==> src/rtl/uart_pkg.sv <==
// Shared UART types and elaboration-time helpers for the frame transmitter.
package uart_pkg;
  localparam int PARITY_NONE = 0;
  localparam int PARITY_ODD  = 1;
  localparam int PARITY_EVEN = 2;

  typedef enum logic [2:0] {IDLE, START, DATA, PAR, STOP, BREAK} uart_state_e;

  // Rounded clocks-per-bit divider.
  function automatic int baud_div(input int clk_freq, input int baud_rate);
    return (clk_freq + baud_rate / 2) / baud_rate;
  endfunction
endpackage

==> src/rtl/sync_fifo.sv <==
// Single-clock FIFO, power-of-2 depth, show-ahead read data.
module sync_fifo #(
  parameter int WIDTH = 8,
  parameter int DEPTH = 16
) (
  input  logic                     clk,
  input  logic                     rst,
  input  logic [WIDTH-1:0]         wr_data,
  input  logic                     wr_valid,
  output logic                     wr_ready,
  input  logic                     rd_en,
  output logic [WIDTH-1:0]         rd_data,
  output logic                     empty,
  output logic [$clog2(DEPTH):0]   count
);
  localparam int AW = $clog2(DEPTH);

  logic [WIDTH-1:0] mem [DEPTH];
  logic [AW-1:0]    wr_ptr, rd_ptr;
  logic             wr_en, rd_do;

  assign wr_ready = (count != (AW+1)'(DEPTH));
  assign empty    = (count == '0);
  assign wr_en    = wr_valid & wr_ready;
  assign rd_do    = rd_en & ~empty;
  assign rd_data  = mem[rd_ptr];

  always_ff @(posedge clk or negedge rst) begin
    if (!rst) begin
      wr_ptr <= '0;
      rd_ptr <= '0;
      count  <= '0;
    end else begin
      if (wr_en) wr_ptr <= wr_ptr + 1'b1;
      if (rd_do) rd_ptr <= rd_ptr + 1'b1;
      case ({wr_en, rd_do})
        2'b10:   count <= count + 1'b1;
        2'b01:   count <= count - 1'b1;
        default: ;
      endcase
    end
  end

  // Storage carries no reset; pointers alone define validity.
  always_ff @(posedge clk) begin
    if (wr_en) mem[wr_ptr] <= wr_data;
  end
endmodule

==> src/rtl/uart_frame_tx.sv <==
// Buffered UART transmitter: FIFO in front of a start/data/parity/stop/break FSM.
module uart_frame_tx
  import uart_pkg::*;
#(
  parameter int CLK_FREQ   = 50000000,
  parameter int BAUD_RATE  = 1152000,
  parameter int DATA_BITS  = 8,
  parameter int PARITY     = 0,
  parameter int STOP_BITS  = 1,
  parameter int FIFO_DEPTH = 16
) (
  input  logic                          clk,
  input  logic                          rst,
  input  logic [DATA_BITS-1:0]          wr_data,
  input  logic                          wr_valid,
  output logic                          wr_ready,
  input  logic                          send_break,
  output logic                          uart_txd,
  output logic                          busy,
  output logic [$clog2(FIFO_DEPTH):0]   fifo_count
);
  localparam int DIV = baud_div(CLK_FREQ, BAUD_RATE);
  localparam int CW  = $clog2(DIV + 1);
  localparam int BW  = $clog2(DATA_BITS + 5);
  localparam logic [CW-1:0] RELOAD = CW'(DIV - 1);

  uart_state_e          state, state_n;
  logic [CW-1:0]        cnt, cnt_n;
  logic [BW-1:0]        bit_cnt, bit_n;
  logic [DATA_BITS-1:0] sh, sh_n, fifo_data;
  logic                 par_q, par_n, txd_n;
  logic                 pop, launch, tick, fifo_empty;

  sync_fifo #(.WIDTH(DATA_BITS), .DEPTH(FIFO_DEPTH)) u_fifo (
    .clk      (clk),
    .rst      (rst),
    .wr_data  (wr_data),
    .wr_valid (wr_valid),
    .wr_ready (wr_ready),
    .rd_en    (pop),
    .rd_data  (fifo_data),
    .empty    (fifo_empty),
    .count    (fifo_count)
  );

  assign tick = (cnt == '0);

  always_comb begin
    state_n = state;
    cnt_n   = cnt;
    bit_n   = bit_cnt;
    sh_n    = sh;
    par_n   = par_q;
    txd_n   = uart_txd;
    pop     = 1'b0;
    launch  = 1'b0;
    if (state != IDLE && !tick) cnt_n = cnt - 1'b1;
    case (state)
      IDLE:  launch = 1'b1;
      START: if (tick) begin
        state_n = DATA;
        cnt_n   = RELOAD;
        bit_n   = '0;
        txd_n   = sh[0];
      end
      DATA: if (tick) begin
        cnt_n = RELOAD;
        if (bit_cnt == BW'(DATA_BITS - 1)) begin
          bit_n = '0;
          if (PARITY != PARITY_NONE) begin
            state_n = PAR;
            txd_n   = par_q;
          end else begin
            state_n = STOP;
            txd_n   = 1'b1;
          end
        end else begin
          bit_n = bit_cnt + 1'b1;
          sh_n  = sh >> 1;
          txd_n = sh[1];
        end
      end
      PAR: if (tick) begin
        state_n = STOP;
        cnt_n   = RELOAD;
        bit_n   = '0;
        txd_n   = 1'b1;
      end
      STOP: if (tick) begin
        if (bit_cnt == BW'(STOP_BITS - 1)) launch = 1'b1;
        else begin
          bit_n = bit_cnt + 1'b1;
          cnt_n = RELOAD;
        end
      end
      // DATA_BITS+4 low units, then one high unit before re-arbitrating.
      BREAK: if (tick) begin
        if (bit_cnt == BW'(DATA_BITS + 4)) launch = 1'b1;
        else begin
          bit_n = bit_cnt + 1'b1;
          cnt_n = RELOAD;
          if (bit_cnt == BW'(DATA_BITS + 3)) txd_n = 1'b1;
        end
      end
      default: state_n = IDLE;
    endcase
    // Arbitration runs straight out of STOP/BREAK so queued frames abut.
    if (launch) begin
      bit_n = '0;
      if (send_break) begin
        state_n = BREAK;
        cnt_n   = RELOAD;
        txd_n   = 1'b0;
      end else if (!fifo_empty) begin
        state_n = START;
        pop     = 1'b1;
        sh_n    = fifo_data;
        par_n   = (^fifo_data) ^ (PARITY == PARITY_ODD);
        cnt_n   = RELOAD;
        txd_n   = 1'b0;
      end else begin
        state_n = IDLE;
        txd_n   = 1'b1;
      end
    end
  end

  always_ff @(posedge clk or negedge rst) begin
    if (!rst) begin
      state    <= IDLE;
      cnt      <= '0;
      bit_cnt  <= '0;
      sh       <= '0;
      par_q    <= 1'b0;
      uart_txd <= 1'b1;
      busy     <= 1'b0;
    end else begin
      state    <= state_n;
      cnt      <= cnt_n;
      bit_cnt  <= bit_n;
      sh       <= sh_n;
      par_q    <= par_n;
      uart_txd <= txd_n;
      busy     <= (state_n != IDLE);
    end
  end
endmodule
==> config.mk <==
export PLATFORM = sky130hd
export DESIGN_NAME = uart_frame_tx
export DESIGN_NICKNAME = d
export VERILOG_FILES = /design/src/rtl/uart_pkg.sv /design/src/rtl/sync_fifo.sv /design/src/rtl/uart_frame_tx.sv
export SDC_FILE = /design/constraint.sdc
export NUM_CORES = 1
export LEC_CHECK = 0
export ABC_AREA = 1
export ABC_CLOCK_PERIOD_IN_PS = 2900
export CORE_MARGIN = 4
export CORE_UTILIZATION = 56
export CTS_CLUSTER_SIZE = 24
export DETAILED_ROUTE_END_ITERATION = 8
export GPL_ROUTABILITY_DRIVEN = 0
export PLACE_DENSITY = 0.83
export SLEW_MARGIN = 20
export SYNTH_ARGS = -nofsm -noshare
export SYNTH_HDL_FRONTEND = slang
export SYNTH_SLANG_ARGS = --single-unit
==> constraint.sdc <==
create_clock -name clk -period 2.9 [get_ports clk]
set_input_delay 0.435 -clock clk [delete_from_list [all_inputs] [get_ports clk]]
set_output_delay 0.435 -clock clk [all_outputs]
set_load 0.005 [all_outputs]
==> run summary, run 1 <==
* **outcome** complete, no violations
* **reg-to-reg critical path startpoint** bit_cnt[0]
* **element type at the critical path end** flop
* **height of the chip** 123.4 um
* **post-route setup slack** 0.2241 ns
* **pre-CTS worst setup slack** 0.07277 ns
* **maximum number of pins on one net before global-route repair** 65
* **IR drop worst, VDD** 0.5566 mV
* **total standard cell area after synthesis** 7458 um2
* **clock network latency to the later pin of the worst-skew pair** 0.43 ns
* **Area Overhead vs Synth** 15.33%
* **number of rows created at floorplan** 41
* **detailed router's first-iteration violation count** 504
* **yosys warns** 0
* **total number of clock tree sinks** 164
* **H-tree depth reported by CTS** 4
* **share of flip-flops with an asynchronous set or reset after synthesis** 21.95%
* **wire length per cell** 17.01 um
* **Std-Cell Core Area** 12820 um2
* **EDFF count, synth** 128
* **Layout fillers** 925
* **utilization after layout** 67.07%
* **destination of the worst register-to-register timing path** u_fifo.count[4]
* **post-layout instance count excluding filler cells** 923
* **Synth Instances** 698
* **Synth top area share** 51.53%
* **fraction of layout cells with a size suffix above 1** 14.78%
* **count of TritonRoute iterations in the first routing pass** 5
* **most instantiated flip-flop cell in the synthesis netlist** sky130_fd_sc_hd__edfxtp_1
* **unrepaired setup endpoints after global routing** no
* **total CTS buffers** 17
* **depth of the worst register-to-register path** 18
* **average size of a mapped cell** 10.69 um2
* **maxcap violations** 0
* **# DRC** 0
* **number of routed nets with antenna violations** 0
* **crit path kind** reg -> reg
* **Clock Path Buffers** 2
* **post-synthesis sequential element count** 164
* **Worst Clk Skew** 0.01365 ns
* **Slew HR** 46.95%
* **count of cell types in the netlist** 45
* **GRT Util Overall** 22.63%
* **count of port buffers added during placement** 19
* **antenna cell count** 0
* **instance count after placement with tap cells included** 889
* **remaining global-route overflow** 0
* **total of endpoints with negative setup slack in the final report** 0
* **Post-layout nets** 764
* **first element of the critical path** bit_cnt[0]
* **slew at the pin closest to its max-slew limit** 0.7958 ns
* **required time reported for the critical path endpoint** 3.25 ns
* **number of primary I/O pins** 20
* **Synth Net Count** 724
* **buffer type at the clock tree root** sky130_fd_sc_hd__clkbuf_16
* **Final Hold Fails** 0
* **leading cell types by total area after synthesis** sky130_fd_sc_hd__edfxtp_1 (52%), sky130_fd_sc_hd__dfrtp_1 (12%), sky130_fd_sc_hd__nand2_1 (7.6%)
* **final number of max-transition violations** 0
* **maximum fanout along the worst path** 7
* **die span in x** 123.4 um
* **effective utilization at floorplan** 58.16%
* **vias in the first global route** 5284
* **HPWL after detailed placement** 10210 um
* **area used by multi-input combinational logic** 2397 um2
* **time the final worst path needs with I/O delays and setup** 2.676 ns
* **list of most frequent post-synthesis cells** sky130_fd_sc_hd__nand2_1 (151), sky130_fd_sc_hd__edfxtp_1 (128), sky130_fd_sc_hd__nor2_1 (79)
* **R2R Setup Slk** 0.22 ns
* **static power due to leakage** 0.003397 uW
* **leading area contributor after synthesis** sky130_fd_sc_hd__edfxtp_1
* **Pwr Density** 696.0 nW/um2
* **class of the most critical hold timing path** in -> async
* **top-count cell post-synth** sky130_fd_sc_hd__nand2_1
* **Reg clk slew, reported paths** 0.07 ns
* **signal arrival time at the worst endpoint** 3.03 ns
* **final critical-path share of the clock period** 92.27%
* **clock tree from TritonCTS** yes
* **sequential element share of the synthesized area** 63.63%
* **max frequency** 373.7 MHz
* **Die Footprint** 15230 um2
* **total negative setup slack** 0 ns
* **kind of launch point of the worst setup path** flop
* **post-detailed-route via-to-cell ratio** 5.666
* **number of antenna violations at the first check in global routing** 0
* **total number of vias** 5230
* **Post-Route WL** 15700 um
* **Worst setup endpoint** u_fifo.count[4]
* **global-route wire length before repair** 25930 um
* **Register Area** 4747 um2
-- through the flow --
stage	cell area (um2)	hold slack [ns]	power, uW
2_1_floorplan	7458	0.1394	3232
3_3_place_gp	7919	0.5152	3497
3_5_place_dp	7919	0.5210	3542
4_1_cts	8571	0.1157	5998
5_1_grt	8602	0.1490	6222
6_report	8602	0.09832	5987
-- layout make-up --
cell class / count / share of cell area, %
multi-input combinational: 460 / 27.87
clock buffer: 18 / 4.989
timing repair buffer: 47 / 4.742
clock inverter: 14 / 2.589
inverter: 48 / 2.124
sequential: 164 / 55.19
tap: 172 / 2.502
-- flip-flops by register name (all words and copies together), names as in the netlist --
name,cells
bit_cnt,4
u_fifo.wr_ptr,4
u_fifo.count,5
sh,8
cnt,6
u_fifo.mem,128
busy,1
state,3
uart_txd,1
u_fifo.rd_ptr,4
-- critical path, cell delays in order, from the launching register on --
cell	delay [ns]
sky130_fd_sc_hd__dfrtp_1	0.36
sky130_fd_sc_hd__inv_1	0.07
sky130_fd_sc_hd__ha_1	0.21
sky130_fd_sc_hd__nand3_1	0.10
sky130_fd_sc_hd__inv_2	0.05
sky130_fd_sc_hd__nand2_2	0.07
sky130_fd_sc_hd__nand2_2	0.06
sky130_fd_sc_hd__nand2_4	0.11
sky130_fd_sc_hd__nand2_8	0.08
sky130_fd_sc_hd__nand3_4	0.08
sky130_fd_sc_hd__inv_4	0.05
sky130_fd_sc_hd__ha_4	0.17
sky130_fd_sc_hd__fa_1	0.40
sky130_fd_sc_hd__nand2_1	0.11
sky130_fd_sc_hd__nand2_1	0.08
sky130_fd_sc_hd__a21oi_2	0.17
sky130_fd_sc_hd__o21ai_0	0.12
sky130_fd_sc_hd__a21oi_1	0.16
sky130_fd_sc_hd__xor2_1	0.15
-- layer usage --
layer / up-vias / share of wire [%] / GRT usage [%] / wire length, um
met5: - / 0 / 0 / 0
met4: 0 / 2.7 / 9.619 / 421
met3: 38 / 5.9 / 6.084 / 919
met2: 207 / 52 / 38.87 / 8238
met1: 2517 / 39 / 26.89 / 6121
li1: 2468 / - / - / -
-- cell usage in the layout, fill, tap and decap left out, types with 2 or more instances in the layout --
cell and n:
sky130_fd_sc_hd__clkbuf_16 17, sky130_fd_sc_hd__dfrtp_1 34, sky130_fd_sc_hd__nand3_4 2, sky130_fd_sc_hd__o211ai_1 18
sky130_fd_sc_hd__buf_4 27, sky130_fd_sc_hd__inv_2 5, sky130_fd_sc_hd__o21ai_1 6, sky130_fd_sc_hd__nor2_2 6
sky130_fd_sc_hd__xor2_1 9, sky130_fd_sc_hd__nor2_1 79, sky130_fd_sc_hd__nand3b_1 2, sky130_fd_sc_hd__o22ai_1 3
sky130_fd_sc_hd__clkdlybuf4s50_1 18, sky130_fd_sc_hd__inv_1 41, sky130_fd_sc_hd__inv_6 3, sky130_fd_sc_hd__nand4_1 7
sky130_fd_sc_hd__edfxtp_1 128, sky130_fd_sc_hd__or2_2 10, sky130_fd_sc_hd__nand2_1 151, sky130_fd_sc_hd__nand2_2 14
sky130_fd_sc_hd__ha_1 12, sky130_fd_sc_hd__o21ai_2 4, sky130_fd_sc_hd__xnor2_1 3, sky130_fd_sc_hd__a31oi_1 5
sky130_fd_sc_hd__o21ai_0 47, sky130_fd_sc_hd__nand3_1 46, sky130_fd_sc_hd__clkinv_1 2, sky130_fd_sc_hd__o21a_1 2
sky130_fd_sc_hd__nor3_1 4, sky130_fd_sc_hd__bufinv_16 5, sky130_fd_sc_hd__a21oi_1 17, sky130_fd_sc_hd__clkinv_4 3
-- how the worst min path moves through the flow --
stage | end | slack (ns) | cells after the start
6_report | u_fifo.count[2] | 0.1 | 1
5_1_grt | cnt[1] | 0.15 | 1
4_1_cts | cnt[3] | 0.12 | 1
3_5_place_dp | u_fifo.count[4] | 0.52 | 1
3_3_place_gp | sh[7] | 0.52 | 2
2_1_floorplan | bit_cnt[0] | 0.14 | 0
-- where the power goes --
group          total (uW)  switching, uW  leakage (uW)  internal [uW]
clock                2480            936      0.000319           1540
sequential           2900            114       0.00160           2780
combinational         613            383       0.00148            230
total                5990           1430       0.00340           4550
-- cells by family (layout without fill, tap and decap cells) --
| group | after synthesis | after routing | synth area share (%) |
|---|---|---|---|
| flops | 164 | 164 | 63.63 |
| fa+ha+maj | 14 | 14 | 2.449 |
| compound gates | 105 | 105 | 8.136 |
| buf+inv | 74 | 127 | 4.445 |
| simple gates | 329 | 329 | 19.93 |
| xor+xnor | 12 | 12 | 1.409 |
-- what timing repair did --
| action | in CTS | in global routing |
|---|---|---|
| hold buffers | 0 | 0 |
| resized for setup | 0 | 3 |
| endpoints found under the setup margin | 0 | 2 |
| setup buffers | 0 | 2 |
(Power assumes the default switching activity.)
==> run 2, diff against run 1 <==
--- a/config.mk
+++ b/config.mk
@@ -8,11 +8,11 @@
 export ABC_AREA = 1
 export ABC_CLOCK_PERIOD_IN_PS = 2900
 export CORE_MARGIN = 4
-export CORE_UTILIZATION = 56
-export CTS_CLUSTER_SIZE = 24
+export CORE_UTILIZATION = 58
+export CTS_BUF_LIST = sky130_fd_sc_hd__clkbuf_8
 export DETAILED_ROUTE_END_ITERATION = 8
 export GPL_ROUTABILITY_DRIVEN = 0
-export PLACE_DENSITY = 0.83
+export PLACE_DENSITY_LB_ADDON = 0.3
 export SLEW_MARGIN = 20
 export SYNTH_ARGS = -nofsm -noshare
 export SYNTH_HDL_FRONTEND = slang
==> run summary, run 2 (synthesis results as in run 1) <==
* **outcome** complete, no violations
* **largest register by flop count** u_fifo.mem
* **Reg clk slew, reported paths** 0.08 ns
* **cell with the biggest individual delay on the critical path** sky130_fd_sc_hd__dfrtp_1
* **effective utilization at floorplan** 59.10%
* **crit path kind** reg -> reg
* **reg-to-reg critical path startpoint** bit_cnt[1]
* **total number of clock tree sinks** 164
* **element type at the critical path end** flop
* **IR drop worst, VDD** 0.3784 mV
* **CTS Hold Bufs** 0
* **antenna cell count** 0
* **signal arrival time at the worst endpoint** 3.09 ns
* **leading cell type in the layout, fill and taps excluded** sky130_fd_sc_hd__nand2_1
* **vias in the first global route** 4852
* **routed metal-1 wirelength** 6863 um
* **Area Overhead vs Synth** 11.22%
* **proportion of power drawn by the clock network** 30.5%
* **routed wire length on met2** 7908 um
* **count of port buffers added during placement** 19
* **number of antenna violations at the first check in global routing** 0
* **depth of the worst register-to-register path** 18
* **fraction of layout cells with a size suffix above 1** 14.57%
* **Worst setup endpoint** u_fifo.count[4]
* **maxcap violations** 0
* **R2R Setup Slk** 0.20 ns
* **cell-internal power** 3679 uW
* **kind of launch point of the worst setup path** flop
* **slew at the pin closest to its max-slew limit** 0.8618 ns
* **remaining global-route overflow** 0
* **maximum number of pins on one net before global-route repair** 68
* **Die Footprint** 14740 um2
* **portion of total power attributed to sequential cells** 57.7%
* **H-tree depth reported by CTS** 4
* **uppermost signal routing layer after detailed routing** met4
* **static power due to leakage** 0.003248 uW
* **die span in x** 121.4 um
* **instance count after placement with tap cells included** 883
* **height of the chip** 121.4 um
* **clock network latency to the later pin of the worst-skew pair** 0.47 ns
* **post-route worst hold slack** 0.07175 ns
* **biggest registers after layout** u_fifo.mem: 128 flops, sh: 8 flops, cnt: 6 flops
* **class of the most critical hold timing path** in -> async
* **Overall Power** 5013 uW
* **leading cell types in the layout, fill and taps excluded** sky130_fd_sc_hd__nand2_1 (151), sky130_fd_sc_hd__edfxtp_1 (128), sky130_fd_sc_hd__nor2_1 (79)
* **Net Sw Power** 1334 uW
* **unrepaired setup endpoints after global routing** no
* **number of primary I/O pins** 20
* **Worst Clk Skew** 0.01035 ns
* **max frequency** 370.0 MHz
* **switching portion of total power** 26.61%
* **Post-Route WL** 16030 um
* **Pwr Density** 604.3 nW/um2
* **post-layout instance count excluding filler cells** 920
* **number of flip-flops in the largest register** 128
* **Slew HR** 42.54%
* **destination of the worst register-to-register timing path** u_fifo.count[4]
* **first element of the critical path** bit_cnt[1]
* **maximum fanout along the worst path** 7
* **clock tree from TritonCTS** yes
* **GRT Util Overall** 22.92%
* **total CTS buffers** 17
* **buffer type at the clock tree root** sky130_fd_sc_hd__clkbuf_8
* **final number of max-transition violations** 0
* **# DRC** 0
* **Post-layout nets** 761
* **detailed router's first-iteration violation count** 488
* **global-route wire length before repair** 25270 um
* **required time reported for the critical path endpoint** 3.28 ns
* **number of rows created at floorplan** 41
* **routed wire length on met3** 942 um
* **total number of vias** 5115
* **time the final worst path needs with I/O delays and setup** 2.703 ns
* **count of TritonRoute iterations in the first routing pass** 5
* **Final Hold Fails** 0
* **wire length per cell** 17.42 um
* **final critical-path share of the clock period** 93.20%
* **portion of total power attributed to combinational logic** 11.8%
* **crit-path max cell delay** 0.41 ns
* **post-detailed-route via-to-cell ratio** 5.560
* **Clock Path Buffers** 2
* **HPWL after detailed placement** 10750 um
* **list of cells traversed by the critical path** inv_1 -> ha_1 -> nand3_1 -> inv_2 -> nand2_2 -> nand2_2 -> nand2_4 -> nand2_8 -> nand3_4 -> inv_4 -> ha_4 -> fa_1 -> nand2_1 -> nand2_1 -> a21oi_2 -> o21ai_0 -> a21oi_1 -> xor2_1
* **number of routed nets with antenna violations** 0
* **Std-Cell Core Area** 12620 um2
* **total of endpoints with negative setup slack in the final report** 0
## run 2: cell count changes in the layout (fill, tap and decap cells not counted), moves of 2 or more
| cell | change |
|---|---|
| sky130_fd_sc_hd__clkbuf_16 | -17 |
| sky130_fd_sc_hd__clkbuf_8 | +17 |
| sky130_fd_sc_hd__bufinv_16 | -4 |
| sky130_fd_sc_hd__clkinvlp_4 | +4 |
| sky130_fd_sc_hd__buf_4 | -3 |
| sky130_fd_sc_hd__clkinv_2 | +2 |
## run 2: worst max-delay path, delay by kind of cell (launching register included)
| family | cells | cell delay [ns] |
|---|---|---|
| xor gates and xnor gates | 1 | 0.18 |
| DFF | 1 | 0.41 |
| AOI/OAI and AO/OA | 3 | 0.42 |
| buffers and inverters | 3 | 0.17 |
| adders and majority gates | 3 | 0.75 |
| and+or+nand+nor | 8 | 0.70 |
## run 2: power by group through the flow
stage / combinational (uW) / sequential (uW) / clock, uW
2_1_floorplan: 316 / 2920 / 0
3_3_place_gp: 561 / 2930 / 0
3_5_place_dp: 584 / 2940 / 0
4_1_cts: 586 / 2890 / 1550
5_1_grt: 661 / 2910 / 1660
6_report: 591 / 2890 / 1530
## run 2: through the flow
step,utilization [%],setup TNS [ns],area [um2],setup WS (ns)
6_report,65.73,0,8295,0.1972
5_1_grt,65.73,0,8295,0.02980
4_1_cts,65.33,0,8244,0.007375
3_5_place_dp,62.39,-0.01110,7874,-0.01110
3_3_place_gp,62.39,0,7874,0.1904
2_1_floorplan,-,0,7458,0.2351
## run 2: routing by layer
metal | vias to the layer above | track usage, %
li1 | 2459 | -
met1 | 2460 | 30.64
met2 | 164 | 36.82
met3 | 32 | 5.548
met4 | 0 | 8.193
met5 | - | 0
## run 2: timing repair
item | in CTS | in global routing
endpoints found under the hold margin | 0 | 0
buffers inserted | 0 | 5
resized for setup | 1 | 2
endpoints found under the setup margin | 1 | 2
## run 2: area by class of cell
cell class | count | area, um2
tap | 172 | 215.2
clock buffer | 17 | 234.0
sequential | 164 | 4747
timing repair buffer | 44 | 385.4
fill | 951 | 4324
multi-input combinational | 460 | 2397
inverter | 48 | 182.7
clock inverter | 15 | 133.9
## run 2: how the worst min path moves through the flow
stage                      from         end  slack (ns)  depth (start not counted)
after global routing        rst  bit_cnt[3]        0.13                          1
after CTS                   rst       sh[0]        0.07                          1
after global placement    sh[7]       sh[7]        0.52                          2
final                       rst  bit_cnt[3]        0.07                          1
after detailed placement  sh[7]       sh[7]        0.52                          2
after floorplan             rst  bit_cnt[0]        0.14                          0
